===== src/rtl/rr_gate_arbiter_pkg.sv =====
// Shared types and defaults for the round-robin gate-resource arbiter.
package rr_gate_arbiter_pkg;

  typedef enum logic {
    ST_IDLE  = 1'b0,
    ST_GRANT = 1'b1
  } arb_state_e;

  localparam int unsigned ARB_N        = 4;
  localparam int unsigned ARB_MAX_HOLD = 8;

  function automatic int unsigned idx_width(input int unsigned n);
    return (n > 1) ? $clog2(n) : 1;
  endfunction

  // Hold counter must represent 0..MAX_HOLD-1; never narrower than one bit.
  function automatic int unsigned cnt_width(input int unsigned max_hold);
    return ($clog2(max_hold + 1) > 0) ? $clog2(max_hold + 1) : 1;
  endfunction

endpackage


===== src/rtl/rr_gate_arbiter_if.sv =====
// Request/grant bundle between requesting FSMs (master) and the arbiter (slave).
interface rr_gate_arbiter_if
  import rr_gate_arbiter_pkg::*;
#(
  parameter int unsigned N = ARB_N
);
  localparam int unsigned IW = idx_width(N);

  logic [N-1:0]  req;
  logic [N-1:0]  done;
  logic [N-1:0]  gnt;
  logic [IW-1:0] gnt_id;
  logic          busy;
  logic          timeout;

  modport master (
    output req, done,
    input  gnt, gnt_id, busy, timeout
  );

  modport slave (
    input  req, done,
    output gnt, gnt_id, busy, timeout
  );

endinterface


===== src/rtl/rr_gate_arbiter_rr_pick.sv =====
// Circular priority picker: first set request at or after ptr, wrapping past N-1.
module rr_pick
  import rr_gate_arbiter_pkg::*;
#(
  parameter int unsigned N = ARB_N
) (
  input  logic [N-1:0]              req_i,
  input  logic [idx_width(N)-1:0]   ptr_i,
  output logic [idx_width(N)-1:0]   winner_o,
  output logic                      valid_o
);
  localparam int unsigned IW = idx_width(N);

  int unsigned idx;

  always_comb begin
    winner_o = '0;
    valid_o  = 1'b0;
    idx      = 0;
    for (int unsigned i = 0; i < N; i++) begin
      idx = (32'(ptr_i) + i) % N;
      if (!valid_o && req_i[idx[IW-1:0]]) begin
        valid_o  = 1'b1;
        winner_o = idx[IW-1:0];
      end
    end
  end

endmodule


===== src/rtl/rr_gate_arbiter.sv =====
// Round-robin arbiter for a shared gate datapath: one-hot registered grant,
// release on done/dropped req/hold limit, and a forced idle cycle between owners.
module rr_gate_arbiter
  import rr_gate_arbiter_pkg::*;
#(
  parameter int unsigned N        = ARB_N,
  parameter int unsigned MAX_HOLD = ARB_MAX_HOLD
) (
  input  logic             clk,
  input  logic             rst,
  rr_gate_arbiter_if.slave bus
);
  localparam int unsigned   IW      = idx_width(N);
  localparam int unsigned   CW      = cnt_width(MAX_HOLD);
  localparam int unsigned   LIM     = (MAX_HOLD == 0) ? 0 : MAX_HOLD - 1;
  localparam logic [CW-1:0] CNT_LIM = CW'(LIM);
  localparam logic [IW-1:0] LAST_ID = IW'(N - 1);

  arb_state_e    state_q;
  logic [IW-1:0] ptr_q, ptr_d;
  logic [IW-1:0] gnt_id_q;
  logic [CW-1:0] cnt_q, cnt_d;
  logic [N-1:0]  gnt_q;
  logic          busy_q;
  logic          timeout_q;

  logic [IW-1:0] win;
  logic          any_req;
  logic          own_done, own_req, at_limit;
  logic          release_d, timeout_d;

  rr_pick #(.N(N)) u_pick (
    .req_i    (bus.req),
    .ptr_i    (ptr_q),
    .winner_o (win),
    .valid_o  (any_req)
  );

  // Only the owner's done/req bits matter; a limit hit coinciding with a
  // normal release is reported as a normal release.
  always_comb begin
    own_done  = bus.done[gnt_id_q];
    own_req   = bus.req[gnt_id_q];
    at_limit  = (MAX_HOLD != 0) && (cnt_q == CNT_LIM);
    release_d = own_done || !own_req || at_limit;
    timeout_d = at_limit && !own_done && own_req;
    ptr_d     = (gnt_id_q == LAST_ID) ? '0 : gnt_id_q + IW'(1);
    cnt_d     = (cnt_q == CNT_LIM) ? cnt_q : cnt_q + CW'(1);
  end

  always_ff @(posedge clk) begin
    if (rst) begin
      state_q   <= ST_IDLE;
      gnt_q     <= '0;
      gnt_id_q  <= '0;
      busy_q    <= 1'b0;
      timeout_q <= 1'b0;
      ptr_q     <= '0;
      cnt_q     <= '0;
    end else begin
      timeout_q <= 1'b0;
      case (state_q)
        ST_IDLE: begin
          if (any_req) begin
            state_q  <= ST_GRANT;
            gnt_q    <= N'(1) << win;
            gnt_id_q <= win;
            busy_q   <= 1'b1;
            cnt_q    <= '0;
          end
        end
        ST_GRANT: begin
          if (release_d) begin
            state_q   <= ST_IDLE;
            gnt_q     <= '0;
            busy_q    <= 1'b0;
            ptr_q     <= ptr_d;
            cnt_q     <= '0;
            timeout_q <= timeout_d;
          end else begin
            cnt_q <= cnt_d;
          end
        end
        default: state_q <= ST_IDLE;
      endcase
    end
  end

  assign bus.gnt     = gnt_q;
  assign bus.gnt_id  = gnt_id_q;
  assign bus.busy    = busy_q;
  assign bus.timeout = timeout_q;

endmodule


===== src/flat_wrapper.sv =====
// flat-port wrapper written by rule: the top's interface ports become plain ports
module rr_gate_arbiter_flat import rr_gate_arbiter_pkg::*;
#(
  parameter int unsigned N        = ARB_N,
  parameter int unsigned MAX_HOLD = ARB_MAX_HOLD
)
  (clk, rst, bus_req, bus_done, bus_gnt, bus_gnt_id, bus_busy, bus_timeout);
  rr_gate_arbiter_if #(.N(N)) bus_i ();
  input  logic clk;
  input  logic rst;
  input wire logic [$bits(bus_i.req)-1:0] bus_req;
  input wire logic [$bits(bus_i.done)-1:0] bus_done;
  output wire logic [$bits(bus_i.gnt)-1:0] bus_gnt;
  output wire logic [$bits(bus_i.gnt_id)-1:0] bus_gnt_id;
  output wire logic [$bits(bus_i.busy)-1:0] bus_busy;
  output wire logic [$bits(bus_i.timeout)-1:0] bus_timeout;
  assign bus_i.req = bus_req;
  assign bus_i.done = bus_done;
  assign bus_gnt = bus_i.gnt;
  assign bus_gnt_id = bus_i.gnt_id;
  assign bus_busy = bus_i.busy;
  assign bus_timeout = bus_i.timeout;
  rr_gate_arbiter #(.N(N), .MAX_HOLD(MAX_HOLD)) u_core (.clk(clk), .rst(rst), .bus(bus_i));
endmodule

===== config.mk =====
export PLATFORM = sky130hd
export DESIGN_NAME = rr_gate_arbiter_flat
export DESIGN_NICKNAME = d
export VERILOG_FILES = /design/src/rtl/rr_gate_arbiter_pkg.sv /design/src/rtl/rr_gate_arbiter_if.sv /design/src/rtl/rr_gate_arbiter_rr_pick.sv /design/src/rtl/rr_gate_arbiter.sv /design/src/flat_wrapper.sv
export SDC_FILE = /design/constraint.sdc
export NUM_CORES = 1
export LEC_CHECK = 0
export ABC_AREA = 1
export ABC_CLOCK_PERIOD_IN_PS = 2200
export CAP_MARGIN = 10
export CORE_MARGIN = 10
export CORE_UTILIZATION = 30
export CTS_CLUSTER_DIAMETER = 60
export DETAILED_ROUTE_END_ITERATION = 10
export SYNTH_ARGS = -nofsm -noshare
export SYNTH_HDL_FRONTEND = slang
export SYNTH_HIERARCHICAL = 1
export SYNTH_SLANG_ARGS = --single-unit

===== constraint.sdc =====
create_clock -name clk -period 2.2 [get_ports clk]
set_input_delay 0.33 -clock clk [delete_from_list [all_inputs] [get_ports clk]]
set_output_delay 0.33 -clock clk [all_outputs]
set_load 0.1 [all_outputs]

==> results of run 1 <==
==> critical path: stages (launching register included) <==
cell and delay (ps):
dfxtp_1 490, inv_2 150, nand2_1 100, nand2_2 70
nand2_2 80, nand2_2 60, nor2_4 110, nand3b_1 120
nand2_1 240, inv_1 130, o21ai_0 180, nor2_1 60
==> synthesized netlist by cell type <==
library cell / count
nand3_1: 14
ha_1: 2
buf_2: 1
nor2_1: 17
o21ai_1: 1
a21oi_1: 7
a21oi_2: 2
dfxtp_1: 15
nor2_2: 2
nor4_1: 1
buf_6: 1
inv_2: 2
nand3_2: 5
nand3_4: 1
nand4_1: 1
inv_1: 15
nor2_4: 1
a211oi_1: 1
nand2_2: 10
nand2_4: 4
xor2_1: 1
o21ai_0: 5
nand3b_1: 2
nand2_1: 36
==> cell usage in the layout (no fill, tap or decap), drive strengths merged <==
cell type,n
nand2,50
nor2,20
nand3,20
inv,17
dfxtp,15
buf,10
clkdlybuf4s50,9
a21oi,9
o21ai,6
clkbuf,4
nand3b,2
ha,2
a211oi,1
xor2,1
nor4,1
nand4,1
==> power groups by stage <==
stage               clock network, W  registers (W)  logic [W]
floorplan                          0       0.000707   0.000701
detailed placement                 0       0.000439    0.00120
CTS                         0.000168       0.000432    0.00120
finish                      0.000162       0.000432    0.00121
global route                0.000184       0.000445    0.00134
global placement                   0       0.000438    0.00119
==> layout make-up <==
class | instances | area [µm²]
fillers | 336 | 1898
multi-input cells | 113 | 619.3
flip-flops and latches | 15 | 300.3
repair buffers | 19 | 165.2
inverters | 17 | 63.81
well taps | 44 | 55.05
clock buffers | 4 | 26.28
==> metrics by stage <==
step / hold WS, ps / instances / cell area, µm² / utilization, %
floorplan: 455.3 / 147 / 999.7 / -
finish: 484.2 / 212 / 1230 / 39.32
global route: 504.2 / 212 / 1230 / 39.32
detailed placement: 472.2 / 208 / 1204 / 38.48
CTS: 488.2 / 212 / 1230 / 39.32
global placement: 465.9 / 208 / 1204 / 38.48
==> cells by family after synthesis <==
family / synth area share, %
and+or+nand+nor: 49.56
buffers and inverters: 8.009
AOI/OAI and AO/OA: 9.011
DFF: 30.04
adders and majority gates: 2.503
xor gates and xnor gates: 0.8763
==> layer usage <==
metal | vias to the layer above | track usage, %
met3 | 2 | 3.687
met1 | 448 | 10.68
li1 | 511 | -
met5 | - | 0
met2 | 25 | 12.02
met4 | 0 | 2.737
==> state kept, by name, indices dropped and copies added (netlist names) <==
signal              cells
u_core/bus.busy         1
u_core/ptr_q            2
u_core/cnt_q            4
u_core/bus.gnt_id       2
u_core/bus.gnt          4
u_core/state_q          1
u_core/bus.timeout      1
==> final timing paths <==
kind	slack (ps)	from	cells past startpoint	end
worst max-delay path	310	u_core/ptr_q[0]	11	u_core/bus.gnt_id[0]
worst min-delay path	480	u_core/cnt_q[3]	2	u_core/cnt_q[3]
worst max register to register	310	u_core/ptr_q[0]	11	u_core/bus.gnt_id[0]
worst min register to register	480	u_core/cnt_q[3]	2	u_core/cnt_q[3]
==> results.yml, run 1 <==
status:
  status: "complete, no violations"
cts:
  ctsResizeCount: 0
  cts_hold_buf: 0
  post_cts_buffers: 0
  cts_made_buffers: 3
  clock_latency_ps: 280
  clkTransAtPathRegs_ps: 90
  cts_max_level: 1
  cts_sinks: 15
  clk_root_buffer_cell: "clkbuf_4"
  clockBufferDepth: 2
  cts_tree: "done"
detailed_routing:
  drtAntennaViolNets: 0
  drcViolationCount: 0
  first_iter_violations: 46
  wirelength_um: 2425
  drt-met1-wl_um: 1207
  wl_met2_um: 1043
  top_layer: "met4"
  vias: 986
  wl_met3_um: 161
  vias_per_cell: 4.651
  wire_per_inst_um: 11.44
  dr.pass1.iters: 4
synth:
  synth.area.top_cells: "dfxtp_1 (30%), nand2_1 (14%), nand3_1 (7.0%)"
  ys_seq_area_share_pct: 30.04
  syn_area_um2: 999.7
  yosys_warnings: 6
  synth_largest_area_cell: "dfxtp_1"
  syn_nets: 159
  syn_area_per_cell_um2: 6.801
  ys_ff_latch: 15
  synth.distinct_cells: 24
  syn_inst: 147
  yosysTopAreaCellShare_pct: 30.04
power_and_ir_drop:
  p_comb_share_pct: 67.0
  switching_power_w: 0.001030
  p_int_w: 0.0007698
  ir_drop_uv: 649.2
  p_leak_nw: 0.5660
  power.total_w: 0.001800
  power.density_mw_per_mm2: 1463
  seqPwrFrac_pct: 24.0
  switching_share_pct: 57.23
  clkPwrFrac_pct: 9.0
timing:
  fmax_ghz: 0.5294
  finalSetupViolCount: 0
  finalCritPeriodShare_pct: 85.87
  fin_ws_ps: 310.9
  relSlewSlack_pct: 72.48
  finClkSkew_ps: 4.243
  tns_ps: 0
  tightest_slew_ps: 411.5
  hold_violations: 0
  slew_viol_final: 0
  rsz0062_at_grt: "false"
  period_minus_slack_ps: 1889
worst_hold_path:
  hold_path_class: "reg2reg"
die:
  row_count: 20
  start_util_pct: 31.96
  io_pins: 18
  die-height_um: 77.73
  coreArea_mm2: 0.003128
  dieArea_mm2: 0.006041
  fp.dieW_um: 77.73
setup_path:
  path_class: "reg2reg"
  arrival_ps: 2070
  required_ps: 2380
  cp_max_fo: 8
  start_kind: "flip-flop"
  end_kind: "flip-flop"
global_route:
  grt_usage_pct: 8.318
  grt_max_degree: 10
  grt_overflow: 0
  grt_pass1_vias: 941
  grt_pass1_wl_um: 4209
  grt_antenna_before_repair: 0
finish:
  synthToLayoutAreaGrowth_pct: 23.03
  antenna-diode-count: 0
  nets: 181
  drive_gt1_share_pct: 23.81
job:
  drv_cap: 0
placed_design:
  hpwl_um: 1886
  place_ws_ps: 90.32
  io_buffers: 17
  gp_congestion: 0.8293
Note: power is estimated with default switching activity, not from simulation.
==> inputs of run 2 (changes only) <==
SKIP_CTS_REPAIR_TIMING = 1   (was not set)
==> results of run 2 <==
Final layout, timing and power as in run 1 (identical DEF).
==> inputs of run 3 (changes only) <==
CELL_PAD_IN_SITES_DETAIL_PLACEMENT = 0   (was not set)
CELL_PAD_IN_SITES_GLOBAL_PLACEMENT = 1   (was not set)
PLACE_DENSITY_LB_ADDON = 0.1   (was not set)
==> run 3 against run 2 <==
- clock power is essentially flat
- power down 0.41%
- critical endpoint unchanged
- largest power group unchanged
- global-route usage hardly changed
- largest cell class unchanged
==> results.yml, run 3 (synthesis gave the netlist of run 1 again) <==
placed_design:
  gp_congestion: 0.8017
  place_inst: 208
  io_buffers: 17
  hpwl_um: 2003
timing:
  hold_violations: 0
  holdWs_ps: 488.5
  rsz0062_at_grt: "false"
  slew_viol_final: 0
  tns_ps: 0
  finalSetupViolCount: 0
  fmax_ghz: 0.5308
  finClkSkew_ps: 1.182
  period_minus_slack_ps: 1884
  finalCritPeriodShare_pct: 85.64
  tightest_slew_ps: 334.4
  relSlewSlack_pct: 77.62
setup_path:
  rrSetupSlack_ps: 320
  start_kind: "flip-flop"
  r2r_end: "u_core/bus.gnt_id[0]"
  arrival_ps: 2070
  cp_max_fo: 8
  r2r_start: "u_core/ptr_q[0]"
  path_class: "reg2reg"
  r2r_cells: 10
  end_kind: "flip-flop"
  required_ps: 2380
power_and_ir_drop:
  seqPwrFrac_pct: 23.7
  switching_power_w: 0.001029
  clkPwrFrac_pct: 9.0
  power.density_mw_per_mm2: 1457
  power.total_w: 0.001792
  switching_share_pct: 57.44
  p_comb_share_pct: 67.3
  p_leak_nw: 0.5655
  ir_drop_uv: 702.6
  p_int_w: 0.0007629
detailed_routing:
  vias_per_cell: 4.519
  drcViolationCount: 0
  wirelength_um: 2474
  wire_per_inst_um: 11.67
  dr.pass1.iters: 4
  vias: 958
  drtAntennaViolNets: 0
  first_iter_violations: 25
global_route:
  grt_antenna_before_repair: 0
  grt_overflow: 0
  grt_pass1_vias: 916
  grt_usage_pct: 8.300
  grt_pass1_wl_um: 4140
  grt_max_degree: 9
finish:
  seq_area_um2: 300.3
  drive_gt1_share_pct: 23.81
  final_common_cell: "nand2_1"
  instances_no_fill: 212
  synthToLayoutAreaGrowth_pct: 23.03
  antenna-diode-count: 0
  multi_input_area_um2: 619.3
  final_cell_mix: "nand2_1 (36), nor2_1 (17), inv_1 (15), dfxtp_1 (15), nand3_1 (14)"
  fill_cells: 348
  nets: 181
die:
  io_pins: 18
  row_count: 20
  dieArea_mm2: 0.006041
  coreArea_mm2: 0.003128
  start_util_pct: 31.96
  die-height_um: 77.73
  fp.dieW_um: 77.73
cts:
  cts_sinks: 15
  cts_max_level: 1
  clk_root_buffer_cell: "clkbuf_4"
  clockBufferDepth: 2
  clock_latency_ps: 280
  cts_tree: "done"
  clkTransAtPathRegs_ps: 90
  cts_made_buffers: 3
worst_hold_path:
  min-delay-start: "u_core/bus.gnt[0]"
  hold_depth: 2
  hold_end: "u_core/bus.gnt[0]"
  hold_path_class: "reg2reg"
status:
  status: "complete, no violations"
job:
  drv_cap: 0
==> run 3: cell counts in the layout (fill, tap and decap cells not counted) <==
No cell type changed its count.
==> run 3: power groups by stage <==
stage	Combinational [W]	Sequential (W)	Clock [W]
after floorplan	0.000701	0.000707	0
after global placement	0.00120	0.000438	0
after detailed placement	0.00121	0.000435	0
after CTS	0.00122	0.000429	0.000170
after global routing	0.00133	0.000441	0.000187
final	0.00121	0.000425	0.000161
==> run 3: critical path, stage by stage (launching register included) <==
cell      delay (ps)
dfxtp_1          440
buf_4            210
nand2_2           70
nand3_2          100
nand2_4           70
nor2_4           140
nand3b_1         130
nand2_1          240
inv_1            130
o21ai_0          200
nor2_1            50
==> run 3: final cells by class <==
| class | count | share of cell area (%) |
|---|---|---|
| multi-input cells | 113 | 50.36 |
| flip-flops and latches | 15 | 24.42 |
| repair buffers | 19 | 13.43 |
| inverters | 17 | 5.188 |
| well taps | 44 | 4.476 |
| clock buffers | 4 | 2.136 |
==> run 3: per-stage QoR <==
step	setup WS (ps)	cell area, µm²	util, %
final	315.9	1230	39.32
after global routing	79.14	1230	39.32
after CTS	319.7	1230	39.32
after detailed placement	77.51	1204	38.48
after global placement	79.15	1204	38.48
after floorplan	360.5	999.7	-
==> run 3: worst max-delay path by stage <==
stage / endpoint / startpoint / slack [ps] / cells past startpoint
floorplan: u_core/ptr_q[1] / u_core/bus.gnt_id[0] / 360 / 7
global placement: u_core/bus.gnt_id[0] / bus_req[2] / 80 / 11
detailed placement: u_core/bus.gnt_id[0] / bus_req[3] / 80 / 11
CTS: u_core/bus.gnt_id[0] / u_core/ptr_q[0] / 320 / 10
global route: u_core/bus.gnt_id[0] / u_core/ptr_q[0] / 80 / 10
finish: u_core/bus.gnt_id[0] / u_core/ptr_q[0] / 320 / 10
==> run 3: per-layer routing <==
layer  track usage, %  routed length (µm)  up-vias
met3            3.571                 163        2
li1                 -                   -      510
met4            2.737                  13        0
met2            11.36                 977       20
met5                0                   0        -
met1            11.23                1319      426
